`config.mk`:
```
export PLATFORM = sky130hd
export DESIGN_NAME = sgdmac_rr_arbiter
export DESIGN_NICKNAME = d
export VERILOG_FILES = /design/src/rtl/sgdmac_rr_arbiter.sv
export SDC_FILE = /design/constraint.sdc
export NUM_CORES = 1
export LEC_CHECK = 0
export ABC_AREA = 0
export ABC_CLOCK_PERIOD_IN_PS = 4800
export CAP_MARGIN = 20
export CORE_MARGIN = 4
export CORE_UTILIZATION = 42
export CTS_BUF_LIST = sky130_fd_sc_hd__clkbuf_2
export DETAILED_ROUTE_END_ITERATION = 16
export GPL_TIMING_DRIVEN = 0
export HOLD_SLACK_MARGIN = 0.12
export PLACE_DENSITY = 0.9
export SLEW_MARGIN = 15
export SYNTH_ARGS = -nofsm -noshare
export SYNTH_HDL_FRONTEND = slang
export SYNTH_SLANG_ARGS = --single-unit
```
`constraint.sdc`:
```
create_clock -name clk -period 4.8 [get_ports clk]
set_clock_uncertainty 0.05 [all_clocks]
set_input_delay 0.96 -clock clk [delete_from_list [all_inputs] [get_ports clk]]
set_output_delay 0.96 -clock clk [all_outputs]
set_load 0.05 [all_outputs]
```
`src/rtl/sgdmac_rr_arbiter.sv`:
```
// rtl/sgdmac_rr_arbiter.sv - packet-locking N-channel stream arbiter with registered output slice
//
// Purpose:
//   Merges N_CH source beat streams into one destination stream. The first beat
//   of a packet is arbitrated (round-robin or fixed priority). Multi-beat packets
//   then hold the grant until their last beat has been accepted. The output is a
//   single register slice that sustains one beat per cycle.
//
// Ports:
//   clk          - sole clock, rising edge
//   rst_n        - asynchronous active-low reset
//   src_valid_i  - per-channel beat valid
//   src_ready_o  - per-channel beat ready (combinational)
//   src_data_i   - packed payloads, channel k at [k*DATA_SIZE +: DATA_SIZE]
//   src_last_i   - per-channel end-of-packet flag
//   dst_valid_o  - registered output beat valid
//   dst_ready_i  - downstream ready
//   dst_data_o   - registered payload
//   dst_last_o   - registered end-of-packet flag
//   dst_id_o     - registered source channel index of the current beat

module sgdmac_rr_arbiter #(
    parameter int DATA_SIZE = 32,
    parameter int N_CH      = 2,
    parameter int PRIO_MODE = 0,
    localparam int ID_W     = (N_CH > 2) ? $clog2(N_CH) : 1
) (
    input  logic                      clk,
    input  logic                      rst_n,
    input  logic [N_CH-1:0]           src_valid_i,
    output logic [N_CH-1:0]           src_ready_o,
    input  logic [N_CH*DATA_SIZE-1:0] src_data_i,
    input  logic [N_CH-1:0]           src_last_i,
    output logic                      dst_valid_o,
    input  logic                      dst_ready_i,
    output logic [DATA_SIZE-1:0]      dst_data_o,
    output logic                      dst_last_o,
    output logic [ID_W-1:0]           dst_id_o
);

    typedef enum logic {
        ST_IDLE = 1'b0,
        ST_LOCK = 1'b1
    } state_t;

    // rr_ptr starts at the last channel so the first search begins at channel 0.
    localparam logic [ID_W-1:0] RR_PTR_RST = ID_W'(N_CH - 1);

    state_t                r_state;
    state_t                w_state_nxt;
    logic [ID_W-1:0]       r_lock_ch;
    logic [ID_W-1:0]       w_lock_ch_nxt;
    logic [ID_W-1:0]       r_rr_ptr;
    logic [ID_W-1:0]       w_rr_ptr_nxt;

    logic                  r_dst_valid;
    logic [DATA_SIZE-1:0]  r_dst_data;
    logic                  r_dst_last;
    logic [ID_W-1:0]       r_dst_id;

    logic                  w_slot_free;
    logic                  w_found;
    logic [ID_W-1:0]       w_cand;
    logic [ID_W-1:0]       w_winner;
    logic [ID_W-1:0]       w_sel;
    logic [N_CH-1:0]       w_ready;
    logic                  w_accept;
    logic                  w_sel_last;
    logic [DATA_SIZE-1:0]  w_src_data [N_CH];

    genvar g;
    generate
        for (g = 0; g < N_CH; g++) begin : g_unpack
            assign w_src_data[g] = src_data_i[g*DATA_SIZE +: DATA_SIZE];
        end
    endgenerate

    // The output slice can take a new beat when empty or draining this cycle.
    assign w_slot_free = !r_dst_valid || dst_ready_i;

    // First valid channel in search order. Round-robin starts one past the
    // channel that last completed a packet; the modulo keeps non-power-of-two
    // channel counts wrapping correctly.
    always_comb begin
        w_found  = 1'b0;
        w_winner = '0;
        w_cand   = '0;
        for (int i = 0; i < N_CH; i++) begin
            if (PRIO_MODE == 1) begin
                w_cand = ID_W'(i);
            end else begin
                w_cand = ID_W'((int'(r_rr_ptr) + 1 + i) % N_CH);
            end
            if (!w_found && src_valid_i[w_cand]) begin
                w_found  = 1'b1;
                w_winner = w_cand;
            end
        end
    end

    assign w_sel = (r_state == ST_LOCK) ? r_lock_ch : w_winner;

    // While locked, the locked channel sees ready whenever the slot is free,
    // regardless of its valid; all other channels are ignored. The rst_n term
    // keeps ready low during reset even though the search logic is live.
    always_comb begin
        w_ready = '0;
        if (rst_n && w_slot_free && ((r_state == ST_LOCK) || w_found)) begin
            w_ready[w_sel] = 1'b1;
        end
    end

    assign src_ready_o = w_ready;
    assign w_accept    = |(w_ready & src_valid_i);
    assign w_sel_last  = src_last_i[w_sel];

    always_comb begin
        w_state_nxt   = r_state;
        w_lock_ch_nxt = r_lock_ch;
        w_rr_ptr_nxt  = r_rr_ptr;
        if (w_accept) begin
            if (w_sel_last) begin
                // Covers both the end of a locked packet and a single-beat
                // packet granted straight from IDLE.
                w_state_nxt = ST_IDLE;
                if (PRIO_MODE == 0) begin
                    w_rr_ptr_nxt = w_sel;
                end
            end else if (r_state == ST_IDLE) begin
                w_state_nxt   = ST_LOCK;
                w_lock_ch_nxt = w_winner;
            end
        end
    end

    always_ff @(posedge clk or negedge rst_n) begin
        if (!rst_n) begin
            r_state   <= ST_IDLE;
            r_lock_ch <= '0;
            r_rr_ptr  <= RR_PTR_RST;
        end else begin
            r_state   <= w_state_nxt;
            r_lock_ch <= w_lock_ch_nxt;
            r_rr_ptr  <= w_rr_ptr_nxt;
        end
    end

    // Output register slice: load on accept, otherwise drop valid once drained.
    // Payload fields only change on accept, so they hold during a stall.
    always_ff @(posedge clk or negedge rst_n) begin
        if (!rst_n) begin
            r_dst_valid <= 1'b0;
            r_dst_data  <= '0;
            r_dst_last  <= 1'b0;
            r_dst_id    <= '0;
        end else if (w_accept) begin
            r_dst_valid <= 1'b1;
            r_dst_data  <= w_src_data[w_sel];
            r_dst_last  <= w_sel_last;
            r_dst_id    <= w_sel;
        end else if (dst_ready_i) begin
            r_dst_valid <= 1'b0;
        end
    end

    assign dst_valid_o = r_dst_valid;
    assign dst_data_o  = r_dst_data;
    assign dst_last_o  = r_dst_last;
    assign dst_id_o    = r_dst_id;

endmodule

```
Word level (Yosys, flattened, before mapping)
Index checks and enable logic that the tools add are counted.
{ "totals": {"regBits": 38, "latchBits": 0, "mem_bits_rw": 0, "mem_bits_ro": 0, "input_bits": 71, "output_inout_bits": 37, "memories": 0} }
{ "op_classes": {"n_addsub": 2, "n_mul": 0, "div": 0, "order_cmp": 5, "n_eq_ne": 0, "shift": 0, "mux": 20, "bitwise_logic": 3, "n_reduce_logical": 12} }
{ "op_table": {"columns": ["operator", "count"], "rows": [
  ["$mux 32", 3],
  ["$mux 1", 15],
  ["$lt 1x2->1 const B", 3],
  ["$logic_and 1x1->1", 4],
  ["$reduce_and 2->1", 2],
  ["$add 1x1->1 const B", 2],
  ["$and 2x2->2", 1],
  ["$ge 2x2->1 const B", 1],
  ["$logic_not 1->1", 2],
  ["$logic_or 1x1->1", 2],
  ["$mux 2", 1],
  ["$not 1->2", 1],
  ["$reduce_bool 2->1", 1],
  ["$reduce_or 2->1", 1],
  ["$demux 1 s1", 1],
  ["$ge 1x1->1 const B", 1],
  ["$not 1->1", 1]
]} }

Depth between registers and ports, before layout
Gate-level depths: netlist of run 1.
{ "depth": {"ltp_word": 16, "mapped_depth": 6, "depth_no_buf": 4} }

Worst setup path before layout of run 1
Ideal clock, no wire load.
{ "synth_timing": {"path_kind": "in2out", "startpoint": "in src_valid_i[0]", "endpoint": "out src_ready_o[1]", "t_arrival_ns": 2.262, "required_time_ns": 3.790, "path_slack_ns": 1.528, "cell_stages": 5, "path_cell_list": "and2_1 -> o21a_1 -> buf_4 -> buf_4 -> nor2_1"} }
{ "synth_via": {"elab_chain_cells": 12, "elab_cells_between_ends": 19, "classes_between": "order compare (2); mux (12); reduce/logical (5)"} }
{ "synth_rtl": {"columns": ["element", "line", "text"], "rows": [
  ["start, declared", "30", "input logic [N_CH-1:0] src_valid_i,"],
  ["$mux 1 (not written as such) (2 in a row)", "94", "if (!w_found && src_valid_i[w_cand]) begin"],
  ["$mux 1", "94", null],
  ["$logic_not 1->1", "94", null],
  ["$logic_and 1x1->1", "94", null],
  ["$mux 1", "94", null],
  ["$mux 1", null, null],
  ["$lt 1x2->1 (not written as such) / $ge 1x1->1 (equally long branches)", "109", "w_ready[w_sel] = 1'b1;"],
  ["$logic_and 1x1->1 (not written as such)", "109", null],
  ["$mux 1 (not written as such)", "109", null],
  ["$demux 1 s1", "109", null],
  ["$mux 2 *", "108", "if (rst_n && w_slot_free && ((r_state == ST_LOCK) || w_found)) begin"],
  ["end, declared", "31", "output logic [N_CH-1:0] src_ready_o,"]
]} }
Every way passes the cells marked *; elsewhere a longest branch is shown, timed or not. The select of a mux whose other input is x is not followed.

Worst setup path after layout of run 1
Same ends and word-level chain as after synthesis.

==> impl_metrics.env, run 1 <==
export IMPL_num_nets_final=360
export IMPL_yosys_top_cell_area_share_pct=50.5
export IMPL_htree_levels=2
export IMPL_numClockSinks=38
export IMPL_fillers=322
export IMPL_synthesized_flop_and_latch_total=38
export IMPL_grt_pass1_vias=1720
export IMPL_async_sr_flop_fraction_pct=100
export IMPL_max_slew_margin_pct=65.2
export IMPL_worst_endpoint_arrival_ns=3.08
export IMPL_finalHoldWorstSlack_ns=0.448
export IMPL_min_path_type="primary input to asynchronous set/reset pin"
export IMPL_design_core_area_sq_um=4120
export IMPL_ctsRootBufferMaster="sky130_fd_sc_hd__clkbuf_2"
export IMPL_globalRouteMet3Util_pct=7.97
export IMPL_leakagePower_nw=1.40
export IMPL_cts_hold_repair_buffers=0
export IMPL_crit_path_top_delay_cell="sky130_fd_sc_hd__clkdlybuf4s50_1"
export IMPL_post_route_worst_setup_slack_ns=0.711
export IMPL_worst_setup_path_type="primary input to output port"
export IMPL_max_stage_delay_ns=0.80
export IMPL_setup_viol=0
export IMPL_grt_use_met1_pct=22.4
export IMPL_mostFrequentLayoutCell="sky130_fd_sc_hd__clkdlybuf4s50_1"
export IMPL_ant_nets_after_route=0
export IMPL_worst_pin_slew_ns=0.521
export IMPL_primary_flip_flop_cell_chosen_by_synthesis_mapping="sky130_fd_sc_hd__dfrtp_1"
export IMPL_cts_clk_slew_worst_paths_ns=0.19
export IMPL_drive_gt1_share_pct=7.24
export IMPL_finalHoldViolCount=0
export IMPL_period_share_pct=85.2
export IMPL_route_detailed_vias_per_inst=4.99
export IMPL_layout_common_cells="sky130_fd_sc_hd__clkdlybuf4s50_1, sky130_fd_sc_hd__nand2_1, sky130_fd_sc_hd__dfrtp_1"
export IMPL_rsz0062_at_grt="false"
export IMPL_cts_buffers_inserted=5
export IMPL_floorplan_die_width_um=74.0
export IMPL_routed_via_count=1695
export IMPL_cts_post_setup_buffers_inserted=0
export IMPL_cp_end_kind="output port"
export IMPL_netlist_top_cells_area="sky130_fd_sc_hd__dfrtp_1, sky130_fd_sc_hd__mux2i_1, sky130_fd_sc_hd__nand2_1"
export IMPL_wl_per_cell_um=14.6
export IMPL_power_per_cell_area_nw_per_um2=688
export IMPL_synth_avg_cell_area_sq_um=10.5
export IMPL_path_cells="clkdlybuf4s50_1, and2_1, o21a_1, buf_4, buf_4, nor2_1, clkdlybuf4s50_1"
export IMPL_timing_max_cap_violations=0
export IMPL_synthCells=174
export IMPL_cts_repair_resized=0
export IMPL_synth_top_cell_by_area="sky130_fd_sc_hd__dfrtp_1"
export IMPL_boundaryPins=108
export IMPL_power_ir_vdd_worst_mv=0.331
export IMPL_grt_busiest_layer="met2"
export IMPL_synth_edf_count=0
export IMPL_worstPathRequired_ns=3.79
export IMPL_areaGrowthSynthToFinish_pct=65.1
export IMPL_yosys_cell_types_count=27
export IMPL_placement_io_buffers=107
export IMPL_floorplan_rows=23
export IMPL_fmax_ghz=0.245
export IMPL_post_dp_hpwl_um=3890
export IMPL_slew_viol_final=0
export IMPL_detailedRoute_firstPassIterationCount=4
export IMPL_place_worst_setup_slack_ns=0.701
export IMPL_placer_congestion_estimate=0.742
export IMPL_final_min_clock_period_ns=4.09
export IMPL_grt_first_pass_wirelength_um=7820
export IMPL_totalWireLength_um=4960
export IMPL_grt_start_max_net_pins=23
export IMPL_grt_util_met2_pct=31.8
export IMPL_initial_utilization_pct=44.5
export IMPL_worst_setup_path_start_kind="primary input"
export IMPL_dieArea_sq_um=5480
export IMPL_gr_usage_all_layers_pct=19.0
export IMPL_num_antenna_cells=0
export IMPL_crit_fanout=10
export IMPL_post_synth_net_total=245
export IMPL_drt_initial_drc_count=97
export IMPL_synth_seq_area_share_pct=52.0
export IMPL_global_route_overflow_total=0
export IMPL_ys_warnings_count=0
export IMPL_initial_antenna_violation_count=0
export IMPL_status="completed"
export IMPL_height_of_the_die_um=74.0
export IMPL_tritoncts="yes"
export IMPL_cts_buffer_depth=2
export IMPL_synthesis_area_sq_um=1830
export IMPL_clock_latency_ns=0.39
export IMPL_post_route_drc_count=0
-- registers in the layout (all words and copies together) (netlist names) --
signal	flops
dst_data_o	32
dst_id_o	1
dst_last_o	1
dst_valid_o	1
r_lock_ch	1
r_rr_ptr	1
r_state	1
-- layout make-up --
cell class	instances	area [sq um]	area share [%]
Clock inverter	3	11.3	0.372
Tap cell	50	62.6	2.07
Timing Repair Buffer	108	1090	36.2
Sequential cell	38	952	31.5
Clock buffer	5	25.0	0.827
Buffer	11	97.6	3.23
Inverter	1	3.75	0.124
Multi-Input combinational cell	124	778	25.7
-- cells in the mapped netlist, types with 2 or more instances --
cell type,count
sky130_fd_sc_hd__o21ai_1,8
sky130_fd_sc_hd__buf_4,2
sky130_fd_sc_hd__clkbuf_2,2
sky130_fd_sc_hd__dfrtp_1,37
sky130_fd_sc_hd__nand2b_1,2
sky130_fd_sc_hd__o21ai_0,26
sky130_fd_sc_hd__a21oi_1,2
sky130_fd_sc_hd__buf_6,6
sky130_fd_sc_hd__mux2i_1,33
sky130_fd_sc_hd__nand2_1,37
sky130_fd_sc_hd__nor2_1,3
-- path summary, 6_finish.rpt --
kind | from | to | slack [ns] | cells after the start
max in group asynchronous | rst_n | dst_data_o[24] | 3.76 | 2
min reg2reg | dst_data_o[25] | dst_data_o[25] | 0.45 | 2
max | src_valid_i[0] | src_ready_o[1] | 0.71 | 7
min in group clk | dst_data_o[25] | dst_data_o[25] | 0.45 | 2
min | rst_n | dst_id_o | 0.45 | 1
max reg2reg | r_rr_ptr | dst_data_o[15] | 3.07 | 6
-- layer usage --
layer / routed length [um] / part of all wire [%]
met1: 1920 / 39
met2: 2490 / 50
met3: 509 / 10
met4: 40 / 0.81
met5: 0 / 0
-- stage by stage --
stage                     setup TNS, ns  power (mW)  cell area [sq um]  utilization [%]  instances
after detailed placement              0        1.97               2990             72.6        332
after floorplan                       0        1.49               1830                -        174
after global placement           -0.815        1.94               2970             72.1        331
after global routing                  0        2.21               3020             73.5        340
after CTS                             0        2.10               3020             73.5        340
final                                 0        2.08               3020             73.5        340
-- worst max-delay path, delay by kind of cell --
kind	cells	cell delay (ns)
compound gates	1	0.17
buf+inv	4	1.66
simple gates	2	0.29
-- where the power goes --
part | internal (mW) | total, mW | switching (mW)
Sequential | 0.480 | 0.569 | 0.0893
Combinational | 0.512 | 1.38 | 0.865
Clock | 0.0311 | 0.134 | 0.103
Total | 1.02 | 2.08 | 1.06
-- logic make-up after synthesis --
kind of cell	Yosys count	share of synthesized area, %
and+or+nand+nor	47	10.7
muxes	33	18.0
buffers and inverters	12	5.53
DFF	38	52.0
AOI/OAI and AO/OA	44	13.8
Power figures use the tool's default switching activity.
==> run 2, diff against run 1 <==
Settings changed: SKIP_CTS_REPAIR_TIMING set to 1.
==> results of run 2 <==
No change in the layout: final DEF, timing and power equal those of run 1.
